$ cat config.mk
export PLATFORM = sky130hd
export DESIGN_NAME = xmaxmin_sched
export DESIGN_NICKNAME = d
export VERILOG_FILES = /design/src/rtl/xmaxmin_sched.sv
export SDC_FILE = /design/constraint.sdc
export NUM_CORES = 1
export LEC_CHECK = 0
export CAP_MARGIN = 20
export CORE_ASPECT_RATIO = 1.2
export CORE_UTILIZATION = 47
export DETAILED_ROUTE_END_ITERATION = 16
export HOLD_SLACK_MARGIN = 0.03
export PLACE_DENSITY = 0.95
export REMOVE_ABC_BUFFERS = 1
export SYNTH_ARGS = -nofsm -noshare
export SYNTH_HDL_FRONTEND = slang
export SYNTH_SLANG_ARGS = --single-unit
$ cat constraint.sdc
create_clock -name clk -period 4.75 [get_ports clk]
set_clock_uncertainty 0.15 [all_clocks]
set_input_delay 0.95 -clock clk [delete_from_list [all_inputs] [get_ports clk]]
set_output_delay 0.95 -clock clk [all_outputs]
set_load 0.05 [all_outputs]
$ cat src/rtl/xmaxmin_sched.sv
// xmaxmin_sched: round-robin arbiter that streams one requester's frame at a time
// into the shared max/min search engine and tags each engine result with its owner.
module xmaxmin_sched #(
    parameter int NREQ       = 4,
    parameter int IDW        = 2,
    parameter int BWID       = 16,
    parameter int BWID_INDEX = 10
) (
    input  logic                 clk,
    input  logic                 i_rst_n,
    input  logic [NREQ-1:0]      iv_req,
    output logic [NREQ-1:0]      ov_gnt,
    input  logic [NREQ*BWID-1:0] iv_data,
    input  logic [NREQ-1:0]      iv_valid,
    input  logic [NREQ-1:0]      iv_last,
    output logic [NREQ-1:0]      ov_ready,
    output logic [BWID-1:0]      ov_eng_data,
    output logic                 o_eng_nd,
    output logic                 o_eng_head,
    output logic                 o_eng_tail,
    input  logic                 i_eng_dv,
    output logic                 o_dv,
    output logic [IDW-1:0]       ov_id,
    output logic                 o_trunc,
    output logic                 o_err,
    output logic [IDW-1:0]       ov_err_id
);
    localparam logic [BWID_INDEX-1:0] MAXLEN = '1;

    typedef enum logic [2:0] {IDLE, HEAD, BODY, DRAIN, WAIT_DV} state_t;

    state_t                state, state_n;
    logic [NREQ-1:0]       gnt_n, rot;
    logic [IDW-1:0]        gid, gid_n, ptr, ptr_n, pick, off, gid_inc;
    logic [IDW:0]          sum;
    logic [BWID_INDEX-1:0] cnt, cnt_n, cnt_inc;
    logic [BWID-1:0]       sel_data;
    logic                  trunc, trunc_n, seen, seen_n;
    logic                  nd_n, head_n, tail_n, err_n;
    logic                  hit, active, acc, sel_last, owner;

    // rotate requests so the scan always starts at the pointer
    always_comb begin
        rot = NREQ'({iv_req, iv_req} >> ptr);
        hit = 1'b0;
        off = '0;
        for (int i = NREQ - 1; i >= 0; i--)
            if (rot[i]) begin
                hit = 1'b1;
                off = IDW'(i);
            end
        sum  = {1'b0, ptr} + {1'b0, off};
        pick = (sum >= NREQ) ? IDW'(sum - NREQ) : IDW'(sum);
    end

    assign gid_inc  = (gid == IDW'(NREQ - 1)) ? '0 : gid + 1'b1;
    assign sel_data = iv_data[gid*BWID +: BWID];
    assign sel_last = iv_last[gid];
    assign active   = (state == HEAD) || (state == BODY) || (state == DRAIN);
    assign acc      = active && iv_valid[gid];
    assign ov_ready = active ? ov_gnt : '0;
    assign cnt_inc  = cnt + 1'b1;

    // a result already reported during DRAIN must not be reported again
    assign owner    = ((state == BODY) || (state == DRAIN) || (state == WAIT_DV)) && !seen;
    assign o_dv     = i_eng_dv && owner;
    assign ov_id    = o_dv ? gid : '0;
    assign o_trunc  = o_dv && trunc;

    always_comb begin
        state_n = state;
        gnt_n   = ov_gnt;
        gid_n   = gid;
        ptr_n   = ptr;
        cnt_n   = cnt;
        trunc_n = trunc;
        seen_n  = seen || o_dv;
        nd_n    = 1'b0;
        head_n  = 1'b0;
        tail_n  = 1'b0;
        err_n   = 1'b0;
        case (state)
            IDLE: if (hit) begin
                gnt_n   = NREQ'(1) << pick;
                gid_n   = pick;
                state_n = HEAD;
            end
            HEAD: if (acc) begin
                if (sel_last) begin
                    err_n   = 1'b1;
                    gnt_n   = '0;
                    ptr_n   = gid_inc;
                    state_n = IDLE;
                end else begin
                    nd_n    = 1'b1;
                    head_n  = 1'b1;
                    cnt_n   = BWID_INDEX'(1);
                    state_n = BODY;
                end
            end
            BODY: if (acc) begin
                nd_n  = 1'b1;
                cnt_n = cnt_inc;
                if (sel_last) begin
                    tail_n  = 1'b1;
                    state_n = WAIT_DV;
                end else if (cnt_inc == MAXLEN) begin
                    tail_n  = 1'b1;
                    trunc_n = 1'b1;
                    state_n = DRAIN;
                end
            end
            DRAIN: if (acc && sel_last) state_n = WAIT_DV;
            WAIT_DV: if (seen || i_eng_dv) begin
                gnt_n   = '0;
                trunc_n = 1'b0;
                seen_n  = 1'b0;
                ptr_n   = gid_inc;
                state_n = IDLE;
            end
            default: state_n = IDLE;
        endcase
    end

    always_ff @(posedge clk or negedge i_rst_n) begin
        if (!i_rst_n) begin
            state       <= IDLE;
            ov_gnt      <= '0;
            gid         <= '0;
            ptr         <= '0;
            cnt         <= '0;
            trunc       <= 1'b0;
            seen        <= 1'b0;
            o_eng_nd    <= 1'b0;
            o_eng_head  <= 1'b0;
            o_eng_tail  <= 1'b0;
            ov_eng_data <= '0;
            o_err       <= 1'b0;
            ov_err_id   <= '0;
        end else begin
            state       <= state_n;
            ov_gnt      <= gnt_n;
            gid         <= gid_n;
            ptr         <= ptr_n;
            cnt         <= cnt_n;
            trunc       <= trunc_n;
            seen        <= seen_n;
            o_eng_nd    <= nd_n;
            o_eng_head  <= head_n;
            o_eng_tail  <= tail_n;
            ov_eng_data <= nd_n ? sel_data : ov_eng_data;
            o_err       <= err_n;
            ov_err_id   <= err_n ? gid : '0;
        end
    end
endmodule

==> summary.txt <==
Run status
  • Status: complete, no violations

STA
  • Max Freq: 252.4 MHz
  • TNS Setup: 0 ns
  • Final hold violations: 0
  • Final setup margin: 0.7884 ns
  • RSZ-0062 raised after global routing: no
  • Max transition margin: 33.37%
  • Max-slew violations: 0
  • Fin crit share: 83.40%
  • Final setup violation count: 0
  • Min cycle time layout: 3.962 ns
  • Worst-Margin Slew: 0.9995 ns

Route
  • Vias: 2508
  • Residual DRC count: 0
  • WL per Instance: 16.95 microns
  • Vias per cell: 5.649
  • Post-DRT Antenna Nets: 0
  • First-pass DRT Iterations: 4
  • WL final: 7.527 mm
  • Detailed Route Iter0 Violations: 178

Power and ir drop
  • Max IR drop VDD: 0.3692 mV
  • Int Pwr: 1.344 mW
  • Total power: 2.496 mW
  • Switching portion of total power: 46.16%
  • Clock Power Share: 10.4%
  • Comb power frac: 63.0%
  • Leakage: 1.599 nW
  • Pwr Density: 609.5 nW/um^2
  • Register share of total power: 26.6%
  • Switching power: 1.152 mW

Global route
  • GRT overflow: 0
  • Initial antenna violation count: 0
  • Vias in the first global route: 2696
  • Grt met3 use: 5.903%
  • First-pass GRT wire length: 12.33 mm
  • Met1 Resource Use GR: 26.97%
  • GR peak layer: met2
  • Largest net degree at the start of global routing: 46
  • M2 GR Usage: 47.22%
  • Tot GR Track Use: 25.73%

Clocking
  • Setup Fix Bufs, Post-CTS: 0
  • CTS tree: done
  • Htree depth: 2
  • Clock Latency Late Sink: 0.30 ns
  • Root Buffer Master: clkbuf_8
  • Worst-path clk slew: 0.09 ns
  • Max Root-Sink Buffers: 2
  • Post-CTS Hold Buffers: 0
  • TritonCTS Buffers: 5
  • Sink Count: 45
  • CTS-repair resized insts: 0

Synthesis
  • Gate count after technology mapping: 254
  • Number of synthesized flops with an enable pin: 0
  • Synth Cell Area: 2844 sq um
  • Post-synth ARST share: 100.0%
  • Warnings from Yosys: 0
  • Top area cells in the synthesized netlist: dfrtp_1, mux4_2, mux2_2, nand2_1, nor2_1
  • Top cell type by total area after synthesis: dfrtp_1
  • Yosys cell types: 49
  • Top_reg_cell synth: dfrtp_1
  • Synth Area per Inst: 11.20 sq um
  • Seq cells post-synth: 45
  • Share of the synthesized area in the top cell type: 39.60%
  • Seq/Total Area, Yosys: 39.60%

Die
  • Core Box Area: 5743 sq um
  • Chip height: 87.21 microns
  • Die width: 73.01 microns
  • Ports: 113
  • Die area: 6367 sq um
  • Initial Util: 49.52%
  • FP Rows: 30

Place
  • GPL Wtd Cong: 0.8572
  • Pre-CTS setup slack: 0.7707 ns
  • HPWL Detailed: 5.643 mm
  • Port Buf Inserts: 112

Finish
  • Fillcell total: 412
  • Area Growth Syn to Fin: 43.99%
  • Share of layout cells above drive strength 1: 17.03%
  • Ant diodes: 0
  • Nets: 446

Worst hold path
  • Tightest Hold Check Type: flip-flop to flip-flop
  • HP Start: ov_eng_data[7]

Critical path
  • Worst Setup Path Type: flip-flop to primary output
  • CP startpoint: state[1]
  • CP endpoint kind: primary output
  • Worst Path Max Fanout: 16
  • Worst setup SP type: flip-flop
  • Crit path DAT: 2.86 ns
  • Req. time, crit path: 3.65 ns
  • Reg-to-reg startpoint: gid[0]

Flow run
  • Max-Cap Viols: 0
==> final timing paths <==
| check | end | slack, ns | cells past startpoint |
|---|---|---|---|
| worst max register to register | ov_eng_data[8] | 2.15 | 6 |
| max in group asynchronous | ptr[0] | 3.17 | 1 |
| min in group asynchronous | cnt[8] | 0.67 | 1 |
| worst min register to register | ov_eng_data[7] | 0.36 | 1 |
| worst max-delay path | ov_id[0] | 0.79 | 6 |
| worst min-delay path | ov_eng_data[7] | 0.36 | 1 |
==> critical path, cell delays in order, from the launching register on <==
cell and delay (ns):
dfrtp_1 0.56, nor2_1 0.35, nand2_1 0.15, o21a_1 0.15, nor3b_1 0.36, and2_1 0.19, clkdlybuf4s50_1 0.80
==> power groups by stage <==
stage          registers (mW)  clock network, mW  logic, mW
2_1_floorplan            1.02                  0      0.722
5_1_grt                 0.685              0.280       1.66
6_report                0.663              0.260       1.57
4_1_cts                 0.660              0.264       1.58
3_5_place_dp            0.663                  0       1.57
3_3_place_gp            0.651                  0       1.53
==> placed cells by master (no fill, tap or decap), types with 4 or more instances in the layout <==
cell / synthesis / layout
a21oi_1: 11 / 11
a31oi_1: 5 / 5
and2_1: 9 / 9
clkbuf_8: 0 / 7
clkdlybuf4s50_1: 0 / 111
dfrtp_1: 45 / 45
ha_1: 4 / 4
inv_1: 6 / 6
mux2_2: 17 / 17
mux2_4: 4 / 4
mux2i_1: 6 / 6
mux4_2: 18 / 18
nand2_1: 20 / 20
nand2b_1: 8 / 8
nand3_1: 6 / 6
nor2_1: 17 / 17
o211ai_1: 5 / 5
o21ai_0: 11 / 11
o22ai_1: 5 / 5
xnor2_1: 6 / 6
==> synthesized netlist by cell type, types with 4 or more instances <==
| master | instances |
|---|---|
| o211ai_1 | 5 |
| a31oi_1 | 5 |
| o21ai_0 | 11 |
| nand2b_1 | 8 |
| mux2i_1 | 6 |
| nand2_1 | 20 |
| a21oi_1 | 11 |
| xnor2_1 | 6 |
| nand3_1 | 6 |
| mux2_2 | 17 |
| dfrtp_1 | 45 |
| nor2_1 | 17 |
| inv_1 | 6 |
| o22ai_1 | 5 |
| and2_1 | 9 |
| ha_1 | 4 |
| mux4_2 | 18 |
| mux2_4 | 4 |
| clkbuf_1 | 7 |
==> cells by family (layout without fill, tap and decap cells) <==
group	Yosys count	in the layout	synth area share, %
DFF	45	45	39.60
adders and majority gates	4	4	1.760
xor gates and xnor gates	7	7	2.156
AOI/OAI and AO/OA	53	53	12.45
and+or+nand+nor	81	81	14.87
buffers and inverters	19	129	3.959
muxes	45	45	25.21
==> metal layers <==
metal,wire length [microns],vias to the layer above
li1,-,1166
met1,2755,1214
met2,3970,109
met3,553,19
met4,248,0
met5,0,-
==> state kept, by name (all words and copies together) (netlist names) <==
register	count
cnt	10
gid	2
o_eng_head	1
o_eng_nd	1
o_eng_tail	1
o_err	1
ov_eng_data	16
ov_err_id	2
ov_gnt	4
ptr	2
seen	1
state	3
trunc	1
==> cell type report <==
type | instances | area, sq um | share of cell area (%)
inverters | 7 | 31.28 | 0.7638
clock buffers | 7 | 96.34 | 2.353
multi-input cells | 190 | 1605 | 39.20
well taps | 80 | 100.1 | 2.444
clock inverters | 1 | 5.005 | 0.1222
repair buffers | 114 | 1131 | 27.62
flip-flops and latches | 45 | 1126 | 27.50
==> stage by stage <==
stage | instances | hold slack (ns) | utilization, % | area, sq um
detailed placement | 436 | 0.3412 | 69.54 | 3994
global placement | 436 | 0.3384 | 69.54 | 3994
floorplan | 242 | 0.3180 | - | 2763
CTS | 444 | 0.3658 | 71.31 | 4095
global route | 444 | 0.3765 | 71.31 | 4095
finish | 444 | 0.3625 | 71.31 | 4095
Power figures use the tool's default switching activity.
